[config.mk]
export PLATFORM = sky130hd
export DESIGN_NAME = sort_unloader
export DESIGN_NICKNAME = d
export VERILOG_FILES = /design/src/rtl/sort_pkg.sv /design/src/rtl/sort_unl_fifo.sv /design/src/rtl/sort_unloader.sv
export SDC_FILE = /design/constraint.sdc
export NUM_CORES = 1
export LEC_CHECK = 0
export ABC_AREA = 1
export CAP_MARGIN = 20
export CORE_MARGIN = 5
export CORE_UTILIZATION = 52
export CTS_BUF_LIST = sky130_fd_sc_hd__clkbuf_4
export DETAILED_ROUTE_END_ITERATION = 8
export GPL_ROUTABILITY_DRIVEN = 0
export PLACE_DENSITY_LB_ADDON = 0.2
export SETUP_SLACK_MARGIN = 0.15
export SYNTH_ARGS = -nofsm -noshare
export SYNTH_HDL_FRONTEND = slang
export SYNTH_HIERARCHICAL = 1
export SYNTH_SLANG_ARGS = --single-unit
[constraint.sdc]
create_clock -name clk -period 6.1 [get_ports clk]
set_clock_uncertainty 0.15 [all_clocks]
set_input_delay 1.22 -clock clk [delete_from_list [all_inputs] [get_ports clk]]
set_output_delay 1.22 -clock clk [all_outputs]
set_load 0.1 [all_outputs]
[src/rtl/sort_pkg.sv]
// sort_pkg: shared constants and types for the sort pipeline and its unloader.
//   M          : sort_top input vector length
//   N          : element width in bits
//   W          : number of sort stages == results per sort job
//   UNL_DEPTH  : unloader result-buffer depth in jobs (>=2)
//   res_vec_t  : one job's aligned result vector, lane 0 in the low bits
package sort_pkg;
  localparam int M         = 4;
  localparam int N         = 8;
  localparam int W         = 4;
  localparam int UNL_DEPTH = 4;

  localparam int IDX_W = (W > 1) ? $clog2(W) : 1;
  localparam int CNT_W = $clog2(UNL_DEPTH + 1);
  localparam int PTR_W = $clog2(UNL_DEPTH);

  typedef logic [W-1:0][N-1:0] res_vec_t;

  typedef enum logic {ST_IDLE = 1'b0, ST_SEND = 1'b1} unl_state_e;

  // Number of set bits in a tag vector (jobs still travelling through deskew).
  function automatic int popcnt(input logic [W-1:0] v);
    int c;
    c = 0;
    for (int i = 0; i < W; i++) c += int'(v[i]);
    return c;
  endfunction
endpackage

[src/rtl/sort_unl_fifo.sv]
// sort_unl_fifo: job-granular result FIFO for sort_unloader.
//   clk, rst_n : clock, async active-low reset
//   i_push     : write i_data at end of cycle (ignored when full unless popping)
//   i_data     : aligned result vector
//   i_pop      : drop head entry at end of cycle (ignored when empty)
//   o_head     : head entry (valid while o_empty=0)
//   o_empty    : registered empty flag
//   o_count    : registered occupancy
module sort_unl_fifo
  import sort_pkg::*;
(
  input  logic             clk,
  input  logic             rst_n,
  input  logic             i_push,
  input  res_vec_t         i_data,
  input  logic             i_pop,
  output res_vec_t         o_head,
  output logic             o_empty,
  output logic [CNT_W-1:0] o_count
);
  res_vec_t         mem_q [UNL_DEPTH];
  logic [PTR_W-1:0] wr_ptr_q, wr_ptr_d, rd_ptr_q, rd_ptr_d;
  logic [CNT_W-1:0] count_q, count_d;
  logic             empty_q, empty_d, full_q, full_d;
  logic             do_push, do_pop;

  // A push into a full FIFO is legal when the head leaves in the same cycle.
  assign do_pop  = i_pop & ~empty_q;
  assign do_push = i_push & (~full_q | do_pop);

  function automatic logic [PTR_W-1:0] ptr_inc(input logic [PTR_W-1:0] p);
    return (p == PTR_W'(UNL_DEPTH - 1)) ? '0 : p + 1'b1;
  endfunction

  always_comb begin
    wr_ptr_d = do_push ? ptr_inc(wr_ptr_q) : wr_ptr_q;
    rd_ptr_d = do_pop  ? ptr_inc(rd_ptr_q) : rd_ptr_q;
    count_d  = count_q;
    if (do_push && !do_pop)      count_d = count_q + 1'b1;
    else if (do_pop && !do_push) count_d = count_q - 1'b1;
    empty_d = (count_d == '0);
    full_d  = (count_d == CNT_W'(UNL_DEPTH));
  end

  always_ff @(posedge clk or negedge rst_n) begin
    if (!rst_n) begin
      wr_ptr_q <= '0;
      rd_ptr_q <= '0;
      count_q  <= '0;
      empty_q  <= 1'b1;
      full_q   <= 1'b0;
    end else begin
      wr_ptr_q <= wr_ptr_d;
      rd_ptr_q <= rd_ptr_d;
      count_q  <= count_d;
      empty_q  <= empty_d;
      full_q   <= full_d;
    end
  end

  // Storage needs no reset: entries are only read behind a valid count.
  always_ff @(posedge clk) begin
    if (do_push) mem_q[wr_ptr_q] <= i_data;
  end

  assign o_head  = mem_q[rd_ptr_q];
  assign o_empty = empty_q;
  assign o_count = count_q;
endmodule

[src/rtl/sort_unloader.sv]
// sort_unloader: deskews sort_top's staggered result lanes, buffers whole
// jobs, and serializes them one word per handshake in lane order.
//   clk, rst_n    : clock, async active-low reset
//   i_start       : job launch request (same cycle sort_top samples i_chi)
//   o_start_ready : a launch is accepted this cycle
//   i_y_q         : sort_top result lanes, lane i valid i+1 cycles after launch
//   o_valid/i_ready/o_data/o_idx/o_last : serialized output stream
//   o_drop        : pulse, cycle after an i_start that was refused
module sort_unloader
  import sort_pkg::*;
(
  input  logic             clk,
  input  logic             rst_n,
  input  logic             i_start,
  output logic             o_start_ready,
  input  res_vec_t         i_y_q,
  output logic             o_valid,
  input  logic             i_ready,
  output logic [N-1:0]     o_data,
  output logic [IDX_W-1:0] o_idx,
  output logic             o_last,
  output logic             o_drop
);
  logic             accept;
  logic [W-1:0]     tag_q, tag_d;
  logic             drop_q, drop_d;
  unl_state_e       state_q, state_d;
  logic [IDX_W-1:0] idx_q, idx_d;
  res_vec_t         aligned, fifo_head;
  logic             fifo_empty;
  logic [CNT_W-1:0] fifo_count;
  logic             push, pop, hs, last;
  logic [CNT_W:0]   occ;

  // Credit covers both buffered jobs and jobs still in the deskew pipe, so an
  // accepted job always finds a FIFO slot when its tag exits.
  assign occ           = (CNT_W+1)'(fifo_count) + (CNT_W+1)'(popcnt(tag_q));
  assign o_start_ready = (occ < (CNT_W+1)'(UNL_DEPTH));
  assign accept        = i_start & o_start_ready;

  // Tag bit j set means a job launched j+1 cycles ago; exit aligns with lanes.
  always_comb begin
    tag_d[0] = accept;
    for (int j = 1; j < W; j++) tag_d[j] = tag_q[j-1];
  end
  assign push = tag_q[W-1];

  // Lane i arrives i+1 cycles after launch; delay it W-1-i cycles so every
  // lane lines up with the undelayed top lane.
  for (genvar gi = 0; gi < W; gi++) begin : g_lane
    if (gi == W - 1) begin : g_thru
      assign aligned[gi] = i_y_q[gi];
    end else begin : g_dly
      localparam int D = W - 1 - gi;
      logic [D-1:0][N-1:0] sr_q, sr_d;
      always_comb begin
        sr_d[0] = i_y_q[gi];
        for (int j = 1; j < D; j++) sr_d[j] = sr_q[j-1];
      end
      always_ff @(posedge clk or negedge rst_n) begin
        if (!rst_n) sr_q <= '0;
        else        sr_q <= sr_d;
      end
      assign aligned[gi] = sr_q[D-1];
    end
  end

  sort_unl_fifo u_fifo (
    .clk     (clk),
    .rst_n   (rst_n),
    .i_push  (push),
    .i_data  (aligned),
    .i_pop   (pop),
    .o_head  (fifo_head),
    .o_empty (fifo_empty),
    .o_count (fifo_count)
  );

  assign o_valid = (state_q == ST_SEND);
  assign last    = o_valid && (idx_q == IDX_W'(W - 1));
  assign hs      = o_valid & i_ready;
  assign pop     = hs & last;

  // Entering SEND on the push edge makes the word visible as soon as the
  // FIFO entry is, giving W+1 cycles from launch to first o_valid.
  always_comb begin
    state_d = state_q;
    idx_d   = idx_q;
    drop_d  = i_start & ~o_start_ready;
    unique case (state_q)
      ST_IDLE: if (push || !fifo_empty) state_d = ST_SEND;
      ST_SEND: if (pop && !push && fifo_count == CNT_W'(1)) state_d = ST_IDLE;
      default: state_d = ST_IDLE;
    endcase
    if (hs) idx_d = last ? '0 : idx_q + 1'b1;
  end

  always_ff @(posedge clk or negedge rst_n) begin
    if (!rst_n) begin
      tag_q   <= '0;
      drop_q  <= 1'b0;
      state_q <= ST_IDLE;
      idx_q   <= '0;
    end else begin
      tag_q   <= tag_d;
      drop_q  <= drop_d;
      state_q <= state_d;
      idx_q   <= idx_d;
    end
  end

  assign o_data = o_valid ? fifo_head[idx_q] : '0;
  assign o_idx  = idx_q;
  assign o_last = last;
  assign o_drop = drop_q;
endmodule

=== Word level (Yosys, flattened, before mapping) ===
Memories as Yosys holds them, arrays and structs flattened.
Cells that the tools add are included.

* Logic and storage cells: 67
* Memories: 1
* Latch bits: 0
* Output and inout port bits: 14
* Input bits: 36
* Memory bits (writable): 128
* Bits in registers: 65
* Bits in read-only memories: 0

* Eq/ne operators: 5
* Reduce and logical (&&, ||, !) cells: 11
* Multiply operators: 0
* Multiplexer cells: 13
* Bitwise logic cells: 11
* Divide/modulo/power cells: 0
* Shifts and indexed selects: 0
* Order comparisons: 2
* $add $sub $neg: 9

{| class="wikitable"
|+ Memories
! name !! words !! width !! read ports !! clocked after memory_dff !! wr ports !! line !! source
|-
| u_fifo.mem_q || 4 || 32 || 1 || 0 || 1 || sort_unl_fifo.sv:21 || <nowiki>res_vec_t mem_q [UNL_DEPTH];</nowiki>
|}

{| class="wikitable"
|+ Operator list
! cell !! number
|-
| $bmux 8 s2 || 1
|-
| $mux 8 || 2
|-
| $add 2x1->2 const B || 3
|-
| $and 1x1->1 || 6
|-
| $eq 2x2->1 const B || 3
|-
| $mux 2 || 3
|-
| $mux 3 || 2
|-
| $logic_and 1x1->1 || 5
|-
| $add 3x1->4 || 1
|-
| $add 3x4->4 || 1
|-
| $logic_not 1->1 || 4
|-
| $lt 4x3->1 const B || 1
|-
| $mux 1 || 4
|-
| $not 1->1 || 4
|-
| $add 2x1->3 || 1
|-
| $add 3x1->3 const B || 1
|-
| $eq 3x1->1 const B || 1
|-
| $eq 3x3->1 const B || 1
|-
| $logic_not 3->1 || 1
|-
| $lt 2x3->1 const B || 1
|-
| $sub 3x1->3 const B || 1
|-
| $add 1x1->2 || 1
|-
| $pmux 1 s2 || 1
|-
| $logic_or 1x1->1 || 1
|-
| $or 1x1->1 || 1
|}

=== Logic depth before layout (Yosys ltp) ===
Gate-level depths: netlist (run 1).

* Depth after elaboration: 11
* Depth in mapped cells: 11
* Mapped depth without buffers: 11

=== Hierarchy ===
The synthesis (run 1) kept the hierarchy.

{| class="wikitable"
|+ By module, submodules not included
! module !! area an instance (µm²) !! times used !! cells an instance !! seq. area each (µm²)
|-
| sort_unl_fifo || 5,298.8 || 1 || 382 || 4,070.2
|-
| sort_unloader || 1,984.4 || 1 || 181 || 1,401.3
|}

=== Worst setup path before layout (run 1) ===
OpenSTA, ideal clock, no wires.

* Kind: register to output
* Start: register idx_q[0], in the netlist o_idx[0]
* End: output o_data[0]
* Slack: 1.812 ns
* Cell stages (with the launch flop): 7
* Data required time: 4.730 ns
* Buffers on the path: 2
* Data arrival time: 2.918 ns
* Cells stage by stage: dfrtp_1 buf_6 inv_4 buf_6 nand2_1 nand3_1 a21oi_1

* Cells in the longest elaborated chain, start to end: 3

{| class="wikitable"
|+ RTL lines
! item !! line !! source
|-
| from (decl) || sort_unloader.sv:28 || <nowiki>logic [IDX_W-1:0] idx_q, idx_d;</nowiki>
|-
| from (signal assigned) || sort_unloader.sv:108 || <nowiki>idx_q <= idx_d;</nowiki>
|-
| $bmux 8 s2 || sort_unloader.sv:112 || <nowiki>assign o_data = o_valid ? fifo_head[idx_q] : '0;</nowiki>
|-
| $mux 8 (not written as such) || sort_unloader.sv:112 ||
|-
| $mux 8 || sort_unloader.sv:112 ||
|-
| to (decl) || sort_unloader.sv:19 || <nowiki>output logic [N-1:0] o_data,</nowiki>
|}

Every way passes these cells. The select of a mux whose other input is x is not followed.

==> key figures, run 1 <==
Outcome
  – Status: finished, final reports clean

Global routing
  – Initial antenna violation count: 0
  – Largest net degree at the start of global routing: 67
  – Global Route Usage Sum: 17.2%
  – First-pass GRT wire length: 21700 µm
  – Gr ovfl total: 0
  – Number of global-route vias before repair: around 4300

Clock network
  – CTS tree: built
  – TritonCTS Sinks: 193
  – Post-CTS Resized: 0
  – Clk Latency, worst-skew pair: 0.55 ns
  – Clock Tree Root: clkbuf_4
  – Depth of the CTS H-tree: 4
  – Setup bufs post-CTS: 0
  – Hold buffer count at cts: 0
  – Clk slew on worst S/H paths: 0.13 ns
  – Largest buffer count on any clock path: 2
  – Clock buffer count from CTS: 17

Worst setup path
  – Critical path capture point type: output port
  – WP data arrival: 3.26 ns
  – R2R Setup Slk: 2.98 ns
  – WS Path Type: flip-flop to output port
  – CP Launch Point: u_fifo/rd_ptr_q[1]
  – RR Startpoint: o_idx[0]
  – CP Max Fanout: 34
  – WP data required: 4.73 ns
  – Crit start category: flip-flop

Logic synthesis
  – Synth top area cells: edfxtp_1, dfrtp_1, nor2_1
  – Synth Cell Area: 0.00728 mm²
  – Most common cell in the netlist: edfxtp_1
  – Commonest cells in the netlist: edfxtp_1, nor2_1, dfrtp_1, nand2_1, inv_1
  – Post-synth EDFFs: between 100 and 150
  – Ys async rst share: 33.7%
  – Synth warn: 6
  – Synthesized Nets: 610
  – Primary FF master, synth: edfxtp_1
  – Share of the synthesized area in the top cell type: 52.8%
  – Post-Syn Area per Cell: about 13 µm²
  – Yosys reg bits: 193
  – Post-synthesis cell type count: 24
  – Proportion of synthesized chip area in sequential cells: 75.1%
  – Largest area contributor in the netlist: edfxtp_1
  – Synth Instances: around 560

Routing
  – DR vias: 4304
  – Post-DR vias/cell: 5.33
  – Drt first-iter violations: 379
  – Antenna Nets Post-Route: 0
  – Drt total wl: 13400 µm
  – WL per Instance: roughly 17 µm
  – First-pass DRT Iterations: 5
  – DR DRC count: 0

Power and ir drop
  – VDD IR max: between 0.5 and 0.6 mV
  – P per Cell Area: 520 mW/mm²
  – LEAKAGE: about 3.2 nW
  – Total power: 0.00426 W

Floorplan
  – Die Ht: 128 µm
  – Die footprint: 0.0165 mm²
  – Initial Utilization: between 50% and 60%
  – Chip width: 128 µm
  – # IOs: 50
  – Core area: 0.0138 mm²
  – Row count: 43

Flow run
  – # Max-Cap Violations: 0

Placed design
  – Dpl hpwl: just under 8000 µm
  – PortBufs: 49
  – Setup WS pre-CTS: approximately 1.7 ns

STA
  – RSZ-0062 raised after global routing: no
  – Final Setup Violations: 0
  – Fin. Hold Viols: 0
  – Minimum clock period: 4.63 ns
  – Maximum clock rate: 0.216 GHz
  – Slew headroom: around 28%
  – Setup_tns: 0 ns
  – Max Slew Vio Count: 0
  – Final WS setup: ~1.5 ns
  – Worst-Margin Slew: between 1 and 1.5 ns
  – Final worst-path cycle share: 76.0%

Finish
  – Area of the multi-input gates: 0.00143 mm²
  – Final nets: 662
  – N_diodes: 0
  – Sequential cell area: about 0.0055 mm²
  – Filler Cell Count: about 1100
  – Area grow syn2layout: 12.5%
  – Layout cells sized above 1: 9.08%

Min path
  – Hold Startpoint: g_lane[0].g_dly.sr_d[20]
  – Hold Path Class: flip-flop to flip-flop
[registers in the layout (all words and copies together) (netlist names), 3 cells and up]
signal             count
aligned               16
tag_q                  4
u_fifo/mem_q         128
u_fifo/o_count         3
g_lane.g_dly.sr_d     24
g_lane.g_dly.sr_q      8
[per-stage QoR]
| stage | hold WS (ns) | utilization (%) | area, µm² | instances |
|---|---|---|---|---|
| after detailed placement | 0.185 | 56.9 | 7860 | 774 |
| after global routing | 0.219 | 59.3 | 8190 | 808 |
| after CTS | 0.207 | 58.9 | 8150 | 806 |
| after floorplan | 0.181 | - | 7280 | 563 |
| after global placement | 0.182 | 56.9 | 7860 | 774 |
| final | 0.212 | 59.3 | 8190 | 808 |
[cell families (layout without fill, tap and decap cells)]
| kind of cell | Yosys count | count (layout) | share of synthesized area, % |
|---|---|---|---|
| xor gates and xnor gates | 2 | 2 | 0.241 |
| adders and majority gates | 11 | 11 | 1.99 |
| AOI/OAI and AO/OA | 113 | 113 | 8.37 |
| DFF | 193 | 193 | 75.1 |
| buffers and inverters | 82 | 147 | 5.33 |
| and+or+nand+nor | 162 | 162 | 8.95 |
[worst paths after layout]
| kind | endpoint | cells past startpoint |
|---|---|---|
| min in group asynchronous | g_lane[2].g_dly.sr_q[2] | 2 |
| worst min-delay path | aligned[4] | 0 |
| worst min register to register | aligned[4] | 0 |
| max in group asynchronous | u_fifo/rd_ptr_q[1] | 2 |
| worst max register to register | u_fifo/mem_q[0][27] | 8 |
| worst max-delay path | o_data[3] | 9 |
[final cells by class]
class / instances / share of cell area, %
flip-flops and latches: 193 / 66.8
multi-input cells: 288 / 17.5
repair buffers: 57 / 6.81
well taps: 180 / 2.75
inverters: 58 / 2.69
clock buffers: 19 / 1.74
clock inverters: 13 / 1.74
[power breakdown]
group | switching [W] | internal [W] | leakage, nW | total, W
sequential | 0.000143 | 0.00161 | 1.92 | 0.00175
combinational | 0.00134 | 0.000484 | 1.12 | 0.00183
clock | 0.000391 | 0.000288 | 0.157 | 0.000679
total | 0.00188 | 0.00238 | 3.20 | 0.00426
[cell usage in the layout, fill, tap and decap left out, types with 3 or more instances in the layout]
master           synthesis  final
a21oi_1                 11     11
buf_4                    3     14
bufinv_16                0      3
clkbuf_4                 0     19
clkdlybuf4s50_1          0     40
clkinv_1                 1      5
dfrtp_1                 64     64
edfxtp_1               128    128
ha_1                    10     10
inv_1                   55     55
inv_4                    1      3
nand2_1                 56     56
nand3_1                 21     21
nor2_1                  81     77
nor2_2                   0      4
o21ai_0                 49     49
o21ai_1                 20     20
o22ai_1                 32     32
[worst max-delay path, stage by stage, from the launching register on]
cell	delay, ns
dfrtp_1	1.08
inv_1	0.52
buf_16	0.31
o21ai_1	0.08
o22ai_1	0.08
inv_1	0.08
nand2_1	0.07
nand3_1	0.16
a21oi_1	0.10
buf_4	0.25
[routing by layer]
metal  global-route usage [%]  up-vias  wire [µm]
met5                        0        -          0
met4                     4.37        0        111
met3                     4.98        9        843
met2                     28.3      125       6650
met1                     22.9     2133       5780
li1                         -     2037          -
Power figures use the tool's default switching activity.
==> inputs of run 2 (changes only) <==
==> constraint.sdc (replaced) <==
create_clock -name clk -period 4.6 [get_ports clk]
set_clock_uncertainty 0.15 [all_clocks]
set_input_delay 0.92 -clock clk [delete_from_list [all_inputs] [get_ports clk]]
set_output_delay 0.92 -clock clk [all_outputs]
set_load 0.1 [all_outputs]
==> run 2 against run 1 <==
  * Register-to-register slack worse by 1.2 ns
  * Sequential power increased by 30%
  * Utilization is 1.2 points higher
  * First-iteration DRC count shrank 0.79%
  * Critical path type unchanged
  * Largest power group unchanged
==> key figures, run 2 (synthesis results as in run 1) <==
Power and ir drop
  – Switch Pwr: 0.00256 W
  – Comb pwr share: between 40 and 50%
  – Clock power share: 17.9%
  – Flop pwr share: approximately 38%
  – LEAKAGE: 3.29 nW
  – Sw frac: 42.3%
  – Total power: approximately 0.0061 W
  – Internal power: 0.00350 W
  – P per Cell Area: 725 mW/mm²
  – VDD IR max: 0.573 mV

Worst setup path
  – Worst-path cell with the longest stage delay: dfrtp_1
  – Critical path capture point type: output port
  – Crit path largest cell delay: roughly 0.7 ns
  – Crit start category: flip-flop
  – Crit path buffers/inverters: 3
  – CP Max Fanout: 18
  – WP data arrival: 2.78 ns
  – Worst-path cell chain: buf_4 -> o21ai_0 -> o22ai_1 -> inv_1 -> nand2_1 -> nand3_1 -> a21oi_1 -> buf_12
  – Path depth of the worst reg2reg path: 8
  – WP data required: 3.53 ns
  – Top cell family by delay on the critical path: flip-flops
  – Crit path depth: 8
  – WS Path Type: flip-flop to output port

Finish
  – Final nets: 665
  – Sequential cell area: about 0.0055 mm²
  – Cell area after layout: 0.00836 mm²
  – Most frequent cells in the layout: edfxtp_1, nor2_1, dfrtp_1
  – Max reg flops: 128
  – Layout Cells excl Fill: 811
  – N_diodes: 0
  – Filler Cell Count: 1080
  – Area of the multi-input gates: 0.00143 mm²
  – Layout cells sized above 1: 10.5%
  – Area grow syn2layout: 14.8%
  – Reg with most FFs: u_fifo/mem_q
  – Most common cell after layout, fill and taps aside: edfxtp_1

Routing
  – Antenna Nets Post-Route: 0
  – First-pass DRT Iterations: 4
  – Drt first-iter violations: 376
  – DR DRC count: 0
  – Post-DR vias/cell: roughly 5.3
  – WL per Instance: 16.7 µm
  – DR vias: 4281
  – Drt total wl: 13600 µm

Floorplan
  – Die Ht: 128 µm
  – Chip width: 128 µm
  – # IOs: 50
  – Row count: 43
  – Die footprint: 0.0165 mm²
  – Core area: 0.0138 mm²
  – Initial Utilization: a little over half

Outcome
  – Status: finished, final reports clean

Clock network
  – Setup bufs post-CTS: 0
  – Hold buffer count at cts: 0
  – Clk Latency, worst-skew pair: 0.57 ns
  – Clock Tree Root: clkbuf_4
  – Depth of the CTS H-tree: 4
  – CTS tree: built
  – Largest buffer count on any clock path: 2
  – Clk slew on worst S/H paths: 0.15 ns
  – Clock buffer count from CTS: 17
  – TritonCTS Sinks: approximately 190
  – Post-CTS Resized: 0

STA
  – Slew headroom: 31.2%
  – Fin. Hold Viols: 0
  – Maximum clock rate: 0.260 GHz
  – Max Slew Vio Count: 0
  – RSZ-0062 raised after global routing: no
  – Final worst-path cycle share: 83.7%
  – Final Setup Violations: 0
  – Minimum clock period: 3.85 ns
  – Worst-Margin Slew: 1.03 ns
  – Setup_tns: 0 ns
  – Worst Hold Slack: 0.199 ns

Min path
  – Hold Path Class: flip-flop to flip-flop
  – Hold-critical path depth: 0

Global routing
  – Number of global-route vias before repair: roughly 4300
  – First-pass GRT wire length: 22400 µm
  – Largest net degree at the start of global routing: 67
  – Global Route Usage Sum: 17.9%
  – Initial antenna violation count: 0
  – Gr ovfl total: 0

Placed design
  – Placed inst area: 0.00799 mm²
  – PortBufs: 49
  – Dpl hpwl: 8310 µm
  – Dpl cells: 779

Flow run
  – # Max-Cap Violations: 0
run 2: cell types whose count changed in the layout (fill, tap and decap cells not counted), moves of 2 or more:
cell             delta
clkdlybuf4s50_1     -2
bufinv_16           +3
clkinv_1            -4
buf_12              +7
run 2: area by class of cell:
type,instances,area share [%]
clock inverters,14,2.78
well taps,180,2.69
multi-input cells,288,17.1
inverters,58,2.63
repair buffers,60,7.69
flip-flops and latches,193,65.4
clock buffers,18,1.62
run 2: metrics by stage:
stage,util [%],worst slack [ns]
global placement,57.8,1.37
detailed placement,57.8,1.30
CTS,60.5,0.716
finish,60.5,0.751
global route,60.5,0.526
floorplan,-,0.612
run 2: per-layer routing:
| metal | wire, µm | GRT usage [%] |
|---|---|---|
| met2 | 6560 | 28.3 |
| met3 | 653 | 3.94 |
| met4 | 280 | 6.93 |
| met1 | 6060 | 24.5 |
| met5 | 0 | 0 |
run 2: path summary, 6_finish.rpt:
path                                               start                  endpoint  slack, ns
worst min-delay path            g_lane[0].g_dly.sr_d[18]                aligned[2]       0.20
worst min register to register  g_lane[0].g_dly.sr_d[18]                aligned[2]       0.20
worst max register to register                  o_idx[1]       u_fifo/mem_q[3][14]       1.80
worst max-delay path                  u_fifo/rd_ptr_q[1]                 o_data[3]       0.75
max in group asynchronous                          rst_n  g_lane[0].g_dly.sr_d[18]       3.40
min in group asynchronous                          rst_n   g_lane[2].g_dly.sr_q[4]       0.35
run 2: power groups by stage:
| stage | logic (W) | registers (W) | clock network (W) |
|---|---|---|---|
| 2_1_floorplan | 0.00187 | 0.00237 | 0 |
| 3_3_place_gp | 0.00267 | 0.00231 | 0 |
| 3_5_place_dp | 0.00271 | 0.00232 | 0 |
| 4_1_cts | 0.00271 | 0.00228 | 0.00112 |
| 5_1_grt | 0.00291 | 0.00231 | 0.00119 |
| 6_report | 0.00270 | 0.00228 | 0.00109 |
==> inputs of run 3 (changes only) <==
==> constraint.sdc (replaced) <==
create_clock -name clk -period 3.9 [get_ports clk]
set_clock_uncertainty 0.15 [all_clocks]
set_input_delay 0.78 -clock clk [delete_from_list [all_inputs] [get_ports clk]]
set_output_delay 0.78 -clock clk [all_outputs]
set_load 0.1 [all_outputs]
==> run 3 against run 2 <==
  * Die area is the same
  * Non-clock buffer count is 4 higher
  * Cell count is 0.49% higher
  * Worst hold slack better by 0.013 ns
  * Sequential share of layout area decreased by 0.068 points
  * Via count decreased by 0.19%
  * Setup slack lost 0.20 ns
  * Largest cell class unchanged
  * Highest routed layer unchanged
==> key figures, run 3 (synthesis results as in run 1) <==
Routing
  – Drt first-iter violations: 235
  – First-pass DRT Iterations: 4
  – DR DRC count: 0
  – DR vias: 4273
  – Post-DR vias/cell: 5.24
  – Antenna Nets Post-Route: 0
  – WL per Instance: 16.8 µm
  – Drt total wl: 13700 µm

Power and ir drop
  – LEAKAGE: ~3.3 nW
  – Sw frac: a little over two fifths
  – Comb pwr share: 46.7%
  – Clock power share: 15.7%
  – Flop pwr share: 37.6%
  – Internal power: 0.00400 W
  – Switch Pwr: 0.00309 W
  – VDD IR max: 0.588 mV
  – P per Cell Area: 847 mW/mm²

Global routing
  – Gr ovfl total: 0
  – Initial antenna violation count: 0
  – First-pass GRT wire length: 22300 µm
  – Number of global-route vias before repair: between 4000 and 5000
  – Largest net degree at the start of global routing: 66
  – Global Route Usage Sum: between 10% and 20%

Worst setup path
  – RR Startpoint: o_idx[1]
  – R2R Setup Slk: 1.11 ns
  – CP Max Fanout: 22
  – WP data arrival: 2.42 ns
  – WP data required: 2.97 ns
  – Critical path capture point type: output port
  – Path depth of the worst reg2reg path: 8
  – Crit start category: flip-flop
  – WS Path Type: flip-flop to output port
  – R2r endpoint: u_fifo/mem_q[3][17]

STA
  – Final worst-path cycle share: 85.8%
  – Minimum clock period: 3.35 ns
  – RSZ-0062 raised after global routing: no
  – Worst-Margin Slew: 0.960 ns
  – Final Setup Violations: 0
  – Slew headroom: a little over a third
  – Final WS setup: between 0.5 and 0.6 ns
  – Fin. Hold Viols: 0
  – Max Slew Vio Count: 0
  – Setup_tns: 0 ns
  – Worst Hold Slack: 0.212 ns
  – Maximum clock rate: 0.299 GHz

Floorplan
  – Core area: 0.0138 mm²
  – Die footprint: 0.0165 mm²
  – # IOs: 50
  – Chip width: 128 µm
  – Row count: 43
  – Die Ht: approximately 130 µm
  – Initial Utilization: between 50% and 60%

Finish
  – Layout Utilization: 60.5%
  – Layout cells sized above 1: between 10% and 20%
  – Filler Cell Count: 1083
  – Layout Cells excl Fill: around 820
  – Most common cell after layout, fill and taps aside: edfxtp_1
  – N_diodes: 0
  – Final nets: between 600 and 700
  – Reg with most FFs: u_fifo/mem_q
  – Max reg flops: roughly 130
  – Sequential cell area: about 0.0055 mm²
  – Area grow syn2layout: 14.9%
  – Area of the multi-input gates: 0.00146 mm²
  – Most frequent cells in the layout: edfxtp_1, nor2_1, dfrtp_1

Min path
  – Hold-critical path depth: 0
  – Hold worst-path end: aligned[7]
  – Hold Startpoint: g_lane[0].g_dly.sr_d[23]
  – Hold Path Class: flip-flop to flip-flop

Clock network
  – Setup bufs post-CTS: 0
  – Clock buffer count from CTS: 17
  – Clk slew on worst S/H paths: 0.14 ns
  – Largest buffer count on any clock path: 2
  – Post-CTS Resized: 0
  – Depth of the CTS H-tree: 4
  – CTS tree: built
  – Clock Tree Root: clkbuf_4
  – Clk Latency, worst-skew pair: 0.56 ns
  – Hold buffer count at cts: 0
  – TritonCTS Sinks: 193

Placed design
  – PortBufs: between 40 and 50
  – Dpl hpwl: 8660 µm
  – Dpl cells: 783
  – Setup WS pre-CTS: 0.708 ns

Flow run
  – # Max-Cap Violations: 0

Outcome
  – Status: finished, final reports clean
run 3: cell count changes in the layout (fill, tap and decap cells not counted), moves of 2 or more:
cell	before	now
a21oi_2	1	8
inv_6	0	6
inv_4	4	1
bufinv_16	6	3
clkinv_4	1	3
a21oi_1	11	4
buf_4	13	18
clkdlybuf4s50_1	38	36
run 3: critical path, cell delays in order, from the launching register on:
cell and delay (ns):
dfrtp_1 0.44, inv_2 0.17, buf_4 0.30, o21ai_0 0.14, o22ai_1 0.18, inv_1 0.07, nand2_1 0.06, nand3_1 0.08
a21oi_2 0.21, buf_12 0.20
run 3: worst max-delay path by stage:
stage | startpoint | end | slack [ns] | depth (start not counted)
floorplan | o_idx[0] | u_fifo/mem_q[0][0] | 0.05 | 7
global placement | i_ready | u_fifo/mem_q[2][16] | 0.82 | 8
detailed placement | i_ready | u_fifo/mem_q[3][17] | 0.71 | 8
CTS | u_fifo/rd_ptr_q[0] | o_data[1] | 0.50 | 8
global route | u_fifo/rd_ptr_q[0] | o_data[0] | 0.33 | 9
finish | u_fifo/rd_ptr_q[0] | o_data[0] | 0.55 | 9
run 3: cell type report:
type	count	area share, %
tap	180	2.69
clock inverter	14	2.12
timing repair buffer	64	8.13
sequential	193	65.4
multi-input combinational	288	17.4
clock buffer	18	1.61
inverter	58	2.63
run 3: metrics by stage:
stage,instance area [µm²],total power (W)
2_1_floorplan,7310,0.00504
3_3_place_gp,8060,0.00596
3_5_place_dp,8060,0.00603
4_1_cts,8370,0.00715
5_1_grt,8370,0.00751
6_report,8370,0.00709
run 3: metal layers:
metal  global-route usage (%)  vias to the layer above  part of all wire (%)
li1                         -                     2055                     -
met1                     22.6                     2090                    40
met2                     29.5                      106                    51
met3                     4.36                       22                   6.9
met4                     7.87                        0                   1.8
met5                        0                        -                     0
run 3: power groups by stage:
stage	clock network (W)	logic (W)	registers (W)
2_1_floorplan	0	0.00225	0.00280
3_3_place_gp	0	0.00326	0.00270
3_5_place_dp	0	0.00331	0.00272
4_1_cts	0.00115	0.00333	0.00267
5_1_grt	0.00124	0.00357	0.00270
6_report	0.00112	0.00331	0.00267
